## config.mk

```make
export PLATFORM = sky130hd
export DESIGN_NAME = cpu_multicycle
export DESIGN_NICKNAME = d
export VERILOG_FILES = /design/src/rtl/cpu_multicycle.sv
export SDC_FILE = /design/constraint.sdc
export NUM_CORES = 1
export LEC_CHECK = 0
export CORE_MARGIN = 2
export CORE_UTILIZATION = 25
export CTS_BUF_LIST = sky130_fd_sc_hd__clkbuf_8
export DETAILED_ROUTE_END_ITERATION = 10
export SLEW_MARGIN = 25
export SYNTH_ARGS = -nofsm -noshare
export SYNTH_HDL_FRONTEND = slang
export SYNTH_SLANG_ARGS = --single-unit
```

## constraint.sdc

```tcl
create_clock -name clk -period 6.35 [get_ports clk]
set_input_delay 0.9525 -clock clk [delete_from_list [all_inputs] [get_ports clk]]
set_output_delay 0.9525 -clock clk [all_outputs]
set_load 0.01 [all_outputs]
```

## src/rtl/cpu_multicycle.sv

```systemverilog
// Multi-cycle core for the 16-bit instruction set, fetching and loading/storing over one req/ack bus.
// Define CPU_MUL_EN to make opcode D a multiply; without it opcode D retires as a NOP.
//
// state    | meaning
// ---------+---------------------------------------------------------------
// S_IDLE   | one settling cycle after reset before the first fetch
// S_FETCH  | bus read at pc; instruction register loads on ack
// S_DECODE | read rs/rt operands; HALT is caught here
// S_EXEC   | ALU result or effective address, next-pc selection
// S_MEM    | LW/SW bus access at the ALU address; load data lands on ack
// S_WB     | single register write, pc update, retire pulse
// S_HALTED | absorbing; only pc_reset leaves it
module cpu_multicycle #(
    parameter int DATA_W = 16,
    parameter int ADDR_W = 16,
    parameter int NREGS  = 16
) (
    input  logic              clk,
    input  logic              pc_reset,
    output logic              mem_req,
    output logic              mem_we,
    output logic [ADDR_W-1:0] mem_addr,
    output logic [DATA_W-1:0] mem_wdata,
    input  logic [DATA_W-1:0] mem_rdata,
    input  logic              mem_ack,
    output logic              instr_retired,
    output logic              halted,
    output logic [ADDR_W-1:0] pc_out
);

    typedef enum logic [2:0] {
        S_IDLE,
        S_FETCH,
        S_DECODE,
        S_EXEC,
        S_MEM,
        S_WB,
        S_HALTED
    } state_t;

    localparam logic [3:0] OP_ADD  = 4'h0;
    localparam logic [3:0] OP_SUB  = 4'h1;
    localparam logic [3:0] OP_AND  = 4'h2;
    localparam logic [3:0] OP_OR   = 4'h3;
    localparam logic [3:0] OP_XOR  = 4'h4;
    localparam logic [3:0] OP_SLT  = 4'h5;
    localparam logic [3:0] OP_ADDI = 4'h6;
    localparam logic [3:0] OP_LW   = 4'h7;
    localparam logic [3:0] OP_SW   = 4'h8;
    localparam logic [3:0] OP_BEQ  = 4'h9;
    localparam logic [3:0] OP_JMP  = 4'hA;
    localparam logic [3:0] OP_BL   = 4'hB;
    localparam logic [3:0] OP_BR   = 4'hC;
    localparam logic [3:0] OP_MUL  = 4'hD;
    localparam logic [3:0] OP_HALT = 4'hF;

    state_t            state_q, state_d;
    logic              idle_wait_q, idle_wait_d;
    logic [ADDR_W-1:0] pc_q, pc_d;
    logic [15:0]       ir_q, ir_d;
    logic [DATA_W-1:0] a_q, a_d;
    logic [DATA_W-1:0] b_q, b_d;
    logic [DATA_W-1:0] res_q, res_d;
    logic [ADDR_W-1:0] npc_q, npc_d;
    logic [DATA_W-1:0] regs_q [NREGS];
    logic [DATA_W-1:0] regs_d [NREGS];

    logic [3:0]        opcode, rs, rt, rd;
    logic [DATA_W-1:0] imm4_d;
    logic [ADDR_W-1:0] imm4_a, imm8_a;
    logic [ADDR_W-1:0] pc_plus_1, jmp_pc;
    logic              is_store, is_mem;
    logic              wr_en;
    logic [3:0]        wr_idx;

    assign opcode    = ir_q[15:12];
    assign rs        = ir_q[11:8];
    assign rt        = ir_q[7:4];
    assign rd        = ir_q[3:0];
    assign imm4_d    = {{(DATA_W-4){ir_q[3]}}, ir_q[3:0]};
    assign imm4_a    = {{(ADDR_W-4){ir_q[3]}}, ir_q[3:0]};
    assign imm8_a    = {{(ADDR_W-8){ir_q[11]}}, ir_q[11:4]};
    assign pc_plus_1 = pc_q + ADDR_W'(1);
    assign is_store  = (opcode == OP_SW);
    assign is_mem    = (opcode == OP_LW) || is_store;

`ifdef CPU_MUL_EN
    logic [DATA_W-1:0] mul_lo;
    assign mul_lo = a_q * b_q;
`endif

    // JMP keeps the page bits of pc+1 and replaces the low 12 bits
    always_comb begin
        jmp_pc        = pc_plus_1;
        jmp_pc[11:0]  = ir_q[11:0];
    end

    always_comb begin
        wr_en  = 1'b0;
        wr_idx = rd;
        case (opcode)
            OP_ADD, OP_SUB, OP_AND, OP_OR, OP_XOR, OP_SLT, OP_BL: wr_en = 1'b1;
            OP_ADDI, OP_LW: begin
                wr_en  = 1'b1;
                wr_idx = rt;
            end
`ifdef CPU_MUL_EN
            OP_MUL: wr_en = 1'b1;
`endif
            default: wr_en = 1'b0;
        endcase
    end

    always_comb begin
        state_d     = state_q;
        idle_wait_d = idle_wait_q;
        pc_d        = pc_q;
        ir_d        = ir_q;
        a_d         = a_q;
        b_d         = b_q;
        res_d       = res_q;
        npc_d       = npc_q;
        regs_d      = regs_q;

        case (state_q)
            S_IDLE: begin
                if (idle_wait_q) idle_wait_d = 1'b0;
                else             state_d     = S_FETCH;
            end
            S_FETCH: begin
                if (mem_ack) begin
                    ir_d    = mem_rdata[15:0];
                    state_d = S_DECODE;
                end
            end
            S_DECODE: begin
                a_d     = regs_q[rs];
                b_d     = regs_q[rt];
                state_d = (opcode == OP_HALT) ? S_HALTED : S_EXEC;
            end
            S_EXEC: begin
                npc_d = pc_plus_1;
                res_d = '0;
                case (opcode)
                    OP_ADD:  res_d = a_q + b_q;
                    OP_SUB:  res_d = a_q - b_q;
                    OP_AND:  res_d = a_q & b_q;
                    OP_OR:   res_d = a_q | b_q;
                    OP_XOR:  res_d = a_q ^ b_q;
                    OP_SLT:  res_d[0] = ($signed(a_q) < $signed(b_q));
                    OP_ADDI, OP_LW, OP_SW: res_d = a_q + imm4_d;
                    OP_BEQ: begin
                        if (a_q == b_q) npc_d = pc_plus_1 + imm4_a;
                    end
                    OP_JMP:  npc_d = jmp_pc;
                    OP_BL: begin
                        res_d = DATA_W'(pc_plus_1);
                        npc_d = pc_plus_1 + imm8_a;
                    end
                    OP_BR:   npc_d = ADDR_W'(a_q);
`ifdef CPU_MUL_EN
                    OP_MUL:  res_d = mul_lo;
`endif
                    default: res_d = '0;
                endcase
                state_d = is_mem ? S_MEM : S_WB;
            end
            S_MEM: begin
                if (mem_ack) begin
                    if (!is_store) res_d = mem_rdata;
                    state_d = S_WB;
                end
            end
            S_WB: begin
                pc_d = npc_q;
                if (wr_en) regs_d[wr_idx] = res_q;
                state_d = S_FETCH;
            end
            S_HALTED: state_d = S_HALTED;
            default:  state_d = S_IDLE;
        endcase
    end

    always_comb begin
        mem_req   = 1'b0;
        mem_we    = 1'b0;
        mem_addr  = '0;
        mem_wdata = '0;
        if (state_q == S_FETCH) begin
            mem_req  = 1'b1;
            mem_addr = pc_q;
        end else if (state_q == S_MEM) begin
            mem_req  = 1'b1;
            mem_we   = is_store;
            mem_addr = ADDR_W'(res_q);
            if (is_store) mem_wdata = b_q;
        end
    end

    assign instr_retired = (state_q == S_WB);
    assign halted        = (state_q == S_HALTED);
    assign pc_out        = pc_q;

    always_ff @(posedge clk) begin
        if (pc_reset) begin
            state_q     <= S_IDLE;
            idle_wait_q <= 1'b1;
            pc_q        <= '0;
            ir_q        <= '0;
            a_q         <= '0;
            b_q         <= '0;
            res_q       <= '0;
            npc_q       <= '0;
            regs_q      <= '{default: '0};
        end else begin
            state_q     <= state_d;
            idle_wait_q <= idle_wait_d;
            pc_q        <= pc_d;
            ir_q        <= ir_d;
            a_q         <= a_d;
            b_q         <= b_d;
            res_q       <= res_d;
            npc_q       <= npc_d;
            regs_q      <= regs_d;
        end
    end

endmodule

```

Yosys cells after proc, flatten, opt, wreduce, memory -nomap -nowiden:

Cells that the tools add are included.

* register bits: 356
* output and inout bits: 52
* logic and storage cells: 110

* add/sub/neg operators: 6
* $lt $le $gt $ge: 5
* equality and inequality tests: 24
* muxes and demuxes: 33
* bitwise logic cells: 6
* reduce and logical (&&, ||, !) cells: 12

Operator list (number)
* $bwmux 256: 1
* $mux 16: 13
* $bmux 16 s4: 2
* $pmux 15 s7: 1
* $add 16x16->16: 4
* $demux 16 s4: 1
* $pmux 16 s4: 1
* $pmux 16 s2: 1
* $eq 4x4->1 const B: 6
* $pmux 3 s7: 1
* $add 16x1->16 const B: 1
* $and 16x16->16: 1
* $eq 16x16->1: 1
* $eq 4x3->1 const B: 4
* $lt 16x16->1: 1
* $or 16x16->16: 1
* $sub 16x16->16: 1
* $xor 16x16->16: 1
* $ge 5x5->1 const B: 3
* $not 4->5: 3
* $mux 3: 4
* $eq 3x3->1 const B: 3
* $reduce_or 9->1: 1
* $eq 4x2->1 const B: 2
* other kinds (17): 28

Logic depth before layout (Yosys ltp):

* depth in word-level cells: 9
* mapped depth: 14
* depth with buffers taken out: 14

Worst setup path after synthesis:

OpenSTA, ideal clock, no wires.

* path type: register to register
* start: reg pc_q[0], in the netlist pc_out[0]
* end: reg npc_q[15]
* library setup time: 0.115 ns
* arrival: 3.235 ns
* data required time: 6.235 ns
* path slack: 3.000 ns
* cell stages (with the launch flop): 14
* buffers on the path: 0
* period minus slack after synthesis: 3.350 ns
* path through: dfxtp_1 ha_1 and3_1 nand4_1 xnor2_1 ha_1 and2_1 a2111o_1 a41oi_1 o41a_1 nand4b_1 a31oi_1 o21ai_0 o21a_1

* word-level cells in the longest chain between the ends: 4
* elaborated cells on any way between the ends: 5
* classes of those cells: add/sub (3); mux (2)

RTL lines
* from (decl): line 59 `logic [ADDR_W-1:0] pc_q, pc_d;`
* from (signal assigned): line 218 `pc_q <= pc_d;`
* $add 16x1->16 *: line 83 `assign pc_plus_1 = pc_q + ADDR_W'(1);`
* $add 16x16->16: line 153 `if (a_q == b_q) npc_d = pc_plus_1 + imm4_a;`
* $mux 16: line 153
* $pmux 16 s4 *: line 144 `case (opcode)`
* to (signal assigned): line 223 `npc_q <= npc_d;`
* to (decl): line 64 `logic [ADDR_W-1:0] npc_q, npc_d;`

Mark *: on every way between the ends. The rest lies on a longest branch, timed or not.
A chain may end at the register's enable or synchronous reset.

Final worst setup path:

* start: reg ir_q[15]
* end: out mem_wdata[15]

* word-level cells in the longest chain between the ends: 4

RTL lines
* from (decl): line 60 `logic [15:0] ir_q, ir_d;`
* from (signal assigned): line 219 `ir_q <= ir_d;`
* $eq 4x4->1: line 84 `assign is_store = (opcode == OP_SW);`
* $mux 16: line 196 `if (is_store) mem_wdata = b_q;`
* $mux 16: line 192 `end else if (state_q == S_MEM) begin`
* $mux 16: line 189 `if (state_q == S_FETCH) begin`
* to (decl): line 23 `output logic [DATA_W-1:0] mem_wdata,`

Every way passes these cells.

==> flow_summary.ini <==
[sta]
max_slew.worst_pin.slew_ps = 1070
finalHoldViolations = 0
fin_setup_tns_ps = 0
drv_slew = 0
min_period_ps = 4690
relSlewSlack = 0.284
rsz0062_at_grt = no
finalCritPeriodShare = 0.738
maxClockFrequency_ghz = 0.213
setup_viol = 0
skew_ps = 31.7

[worst_setup_path]
crit_slowest_cell = dfxtp_1
path_cells = or4b_1, buf_4, nor3_1, clkdlybuf4s50_1
max_stage_delay_ps = 920
worstSetupPathType = flop to primary output
crit_family = simple AND/OR/NAND/NOR gates
arrival_ps = 3740
worstSetupStartpointType = flop
critical_path.max_fanout = 26
critPathRequiredTime_ps = 5400
crit_path_end_kind = primary output
path_buf_inv = 2

[routing]
drtPass1Iterations = 6
wl_um = 77000
wl_per_cell_um = 21.5
drc_errors = 0
vias = 19100
viasPerCell = 5.35
drt_iter0_markers = 2025
drtAntennaViolNets = 0

[clock_network]
cts_sinks = 356
clockBufferDepth = 3
cts_setup_buffers = 0
h-tree-depth = 2
cts_hold_buf = 0
cts_resized = 0
cts_tree = yes
root_buffer = clkbuf_8
worstSkewPairLatency_ps = 710
path_clk_slew_ps = 60
cts_buffers = 61

[job]
drv_cap = 0

[status]
status = finished, final reports clean

[logic_synthesis]
ys_async_sr_fraction = 0
yosys.cell_types.count = 93
ys_seq_area_frac = 0.316
synth.top_cell.area_share = 0.316
ys_ff_latch = 356
syn_inst = 2386
synth_area_um2 = 22600
synth_area_leaders = dfxtp_1, mux4_2, mux2i_1
synth_edf_count = 0
synth_ff_type = dfxtp_1
postSynthAreaPerCell_um2 = 9.45
synth_top_area_cell = dfxtp_1
yosysWarningCount = 0
synth_nets = 2505

[die]
rows = 110
start_util = 0.251
die_h_um = 304
io_pins = 71
die_area_um2 = 92600
fp.coreArea_um2 = 89700
fp.dieW_um = 304

[placement]
dp.cells = 3464
hpwl_um = 51300
port_buffers = 70
gp_congestion = 0.965

[hold_path]
hp-class = flop to flop

[cells_and_area]
fill_cells = 9476
stdcell_count = 3577
final_nets = 2471
syn_to_final_growth_pct = 12.4
drive_above_1_share = 0.134

[global_route]
grt_max_degree = 227
antenna_found_initial = 1
overflow = 0
grt_pass1_vias = 18100
grt_pass1_wl_um = 117000
track_usage = 0.163

[pwr]
leakagePower_nw = 9.85
ir_drop_uv = 179
power_density_nw_per_um2 = 192
## placed cells by master, fill, tap and decap left out, drive strengths merged, types with 10 or more instances in the layout
cell type / n
a22o: 17
nor2b: 11
o21bai: 10
a211oi: 24
a21o: 17
nor3: 47
a221o: 18
or3: 11
dfxtp: 356
inv: 98
o21ai: 72
mux2i: 264
a221oi: 21
nand3: 34
a21oi: 147
and3: 13
nand2: 214
buf: 28
nor2: 341
xor2: 16
clkinv: 11
xnor2: 32
clkdlybuf4s50: 69
nand2b: 21
o211ai: 15
a31oi: 11
mux4: 160
clkbuf: 73
nand4: 11
ha: 95
## path summary, 6_finish.rpt
path         startpoint            end  slack, ps  depth (start not counted)
max            ir_q[15]  mem_wdata[15]       1660                          4
max reg2reg   pc_out[0]      npc_q[15]       2240                         13
min            npc_q[9]      pc_out[9]        450                          2
min reg2reg    npc_q[9]      pc_out[9]        450                          2
## per-layer routing
layer,up-vias,wire (um),part of all wire,global-route usage
met5,-,0,0,0
met4,0,2670,0.035,0.0592
met3,146,6480,0.084,0.0278
met2,853,34400,0.45,0.257
met1,9463,33400,0.43,0.224
li1,8661,-,-,-
## worst register-to-register path, delay by kind of cell (launching register included)
| kind | cells | cell delay, ps |
|---|---|---|
| AO/OA/AOI/OAI | 6 | 1370 |
| AND/OR/NAND/NOR | 4 | 860 |
| adder cells (fa/ha/maj) | 2 | 720 |
| flip-flops | 1 | 520 |
| XOR/XNOR | 1 | 520 |
## through the flow
step                      cell area [um^2]  utilization  power, mW  hold WS [ps]  setup slack, ps
after floorplan                      22600            -       2.63           429             3000
after global placement               24100        0.268       2.78           439             2440
after detailed placement             24100        0.269       2.78           444             2340
after CTS                            25300        0.282       4.89           451             1730
after global routing                 25300        0.282       5.04           470             1610
final                                25300        0.282       4.86           452             1660
## flip-flops by register name (all words and copies together) (netlist names)
name         cells
ir_q            16
res_q           16
pc_out          16
state_q          3
idle_wait_q      1
a_q             16
b_q             16
npc_q           16
regs_q         256
## cell type report
class                   instances  area [um^2]  area share
clock buffers                  73         1000      0.0397
multi-input cells            1764        14300       0.564
diodes                          1         2.50   0.0000988
well taps                    1176         1470      0.0581
inverters                      72          270      0.0107
flip-flops and latches        356         7140       0.282
clock inverters                38          210     0.00830
repair buffers                 97          941      0.0371
## kinds of logic (layout without fill, tap and decap cells)
group / count (synthesis) / in the layout / synth area share
simple gates: 745 / 745 / 0.145
other cells: 0 / 1 / 0
buf+inv: 266 / 280 / 0.0514
fa+ha+maj: 100 / 100 / 0.0571
mux: 424 / 424 / 0.277
compound gates: 447 / 447 / 0.134
flops: 356 / 356 / 0.316
xor+xnor: 48 / 48 / 0.0190
## synthesized netlist by cell type, types with 11 or more instances
cell type and instances:
dfxtp_1 356, nor2_1 337, mux2i_1 264, nand2_1 203, mux4_2 160, a21oi_1 147
clkbuf_1 109, ha_1 95, inv_1 70, o21ai_0 67, buf_2 46, nor3_1 45
nand3_1 34, xnor2_1 32, a211oi_1 23, a221oi_1 21, nand2b_1 21, a221o_1 18
a21o_1 17, a22o_1 17, buf_4 17, buf_1 16, xor2_1 15, o211ai_1 14
and3_1 13, a31oi_1 11, nand2_2 11, nand4_1 11
## power by group
| group | internal [mW] | switching (mW) |
|---|---|---|
| sequential | 2.25 | 0.0861 |
| clock | 1.09 | 1.03 |
| combinational | 0.143 | 0.264 |
| total | 3.48 | 1.38 |
Power figures use the tool's default switching activity.
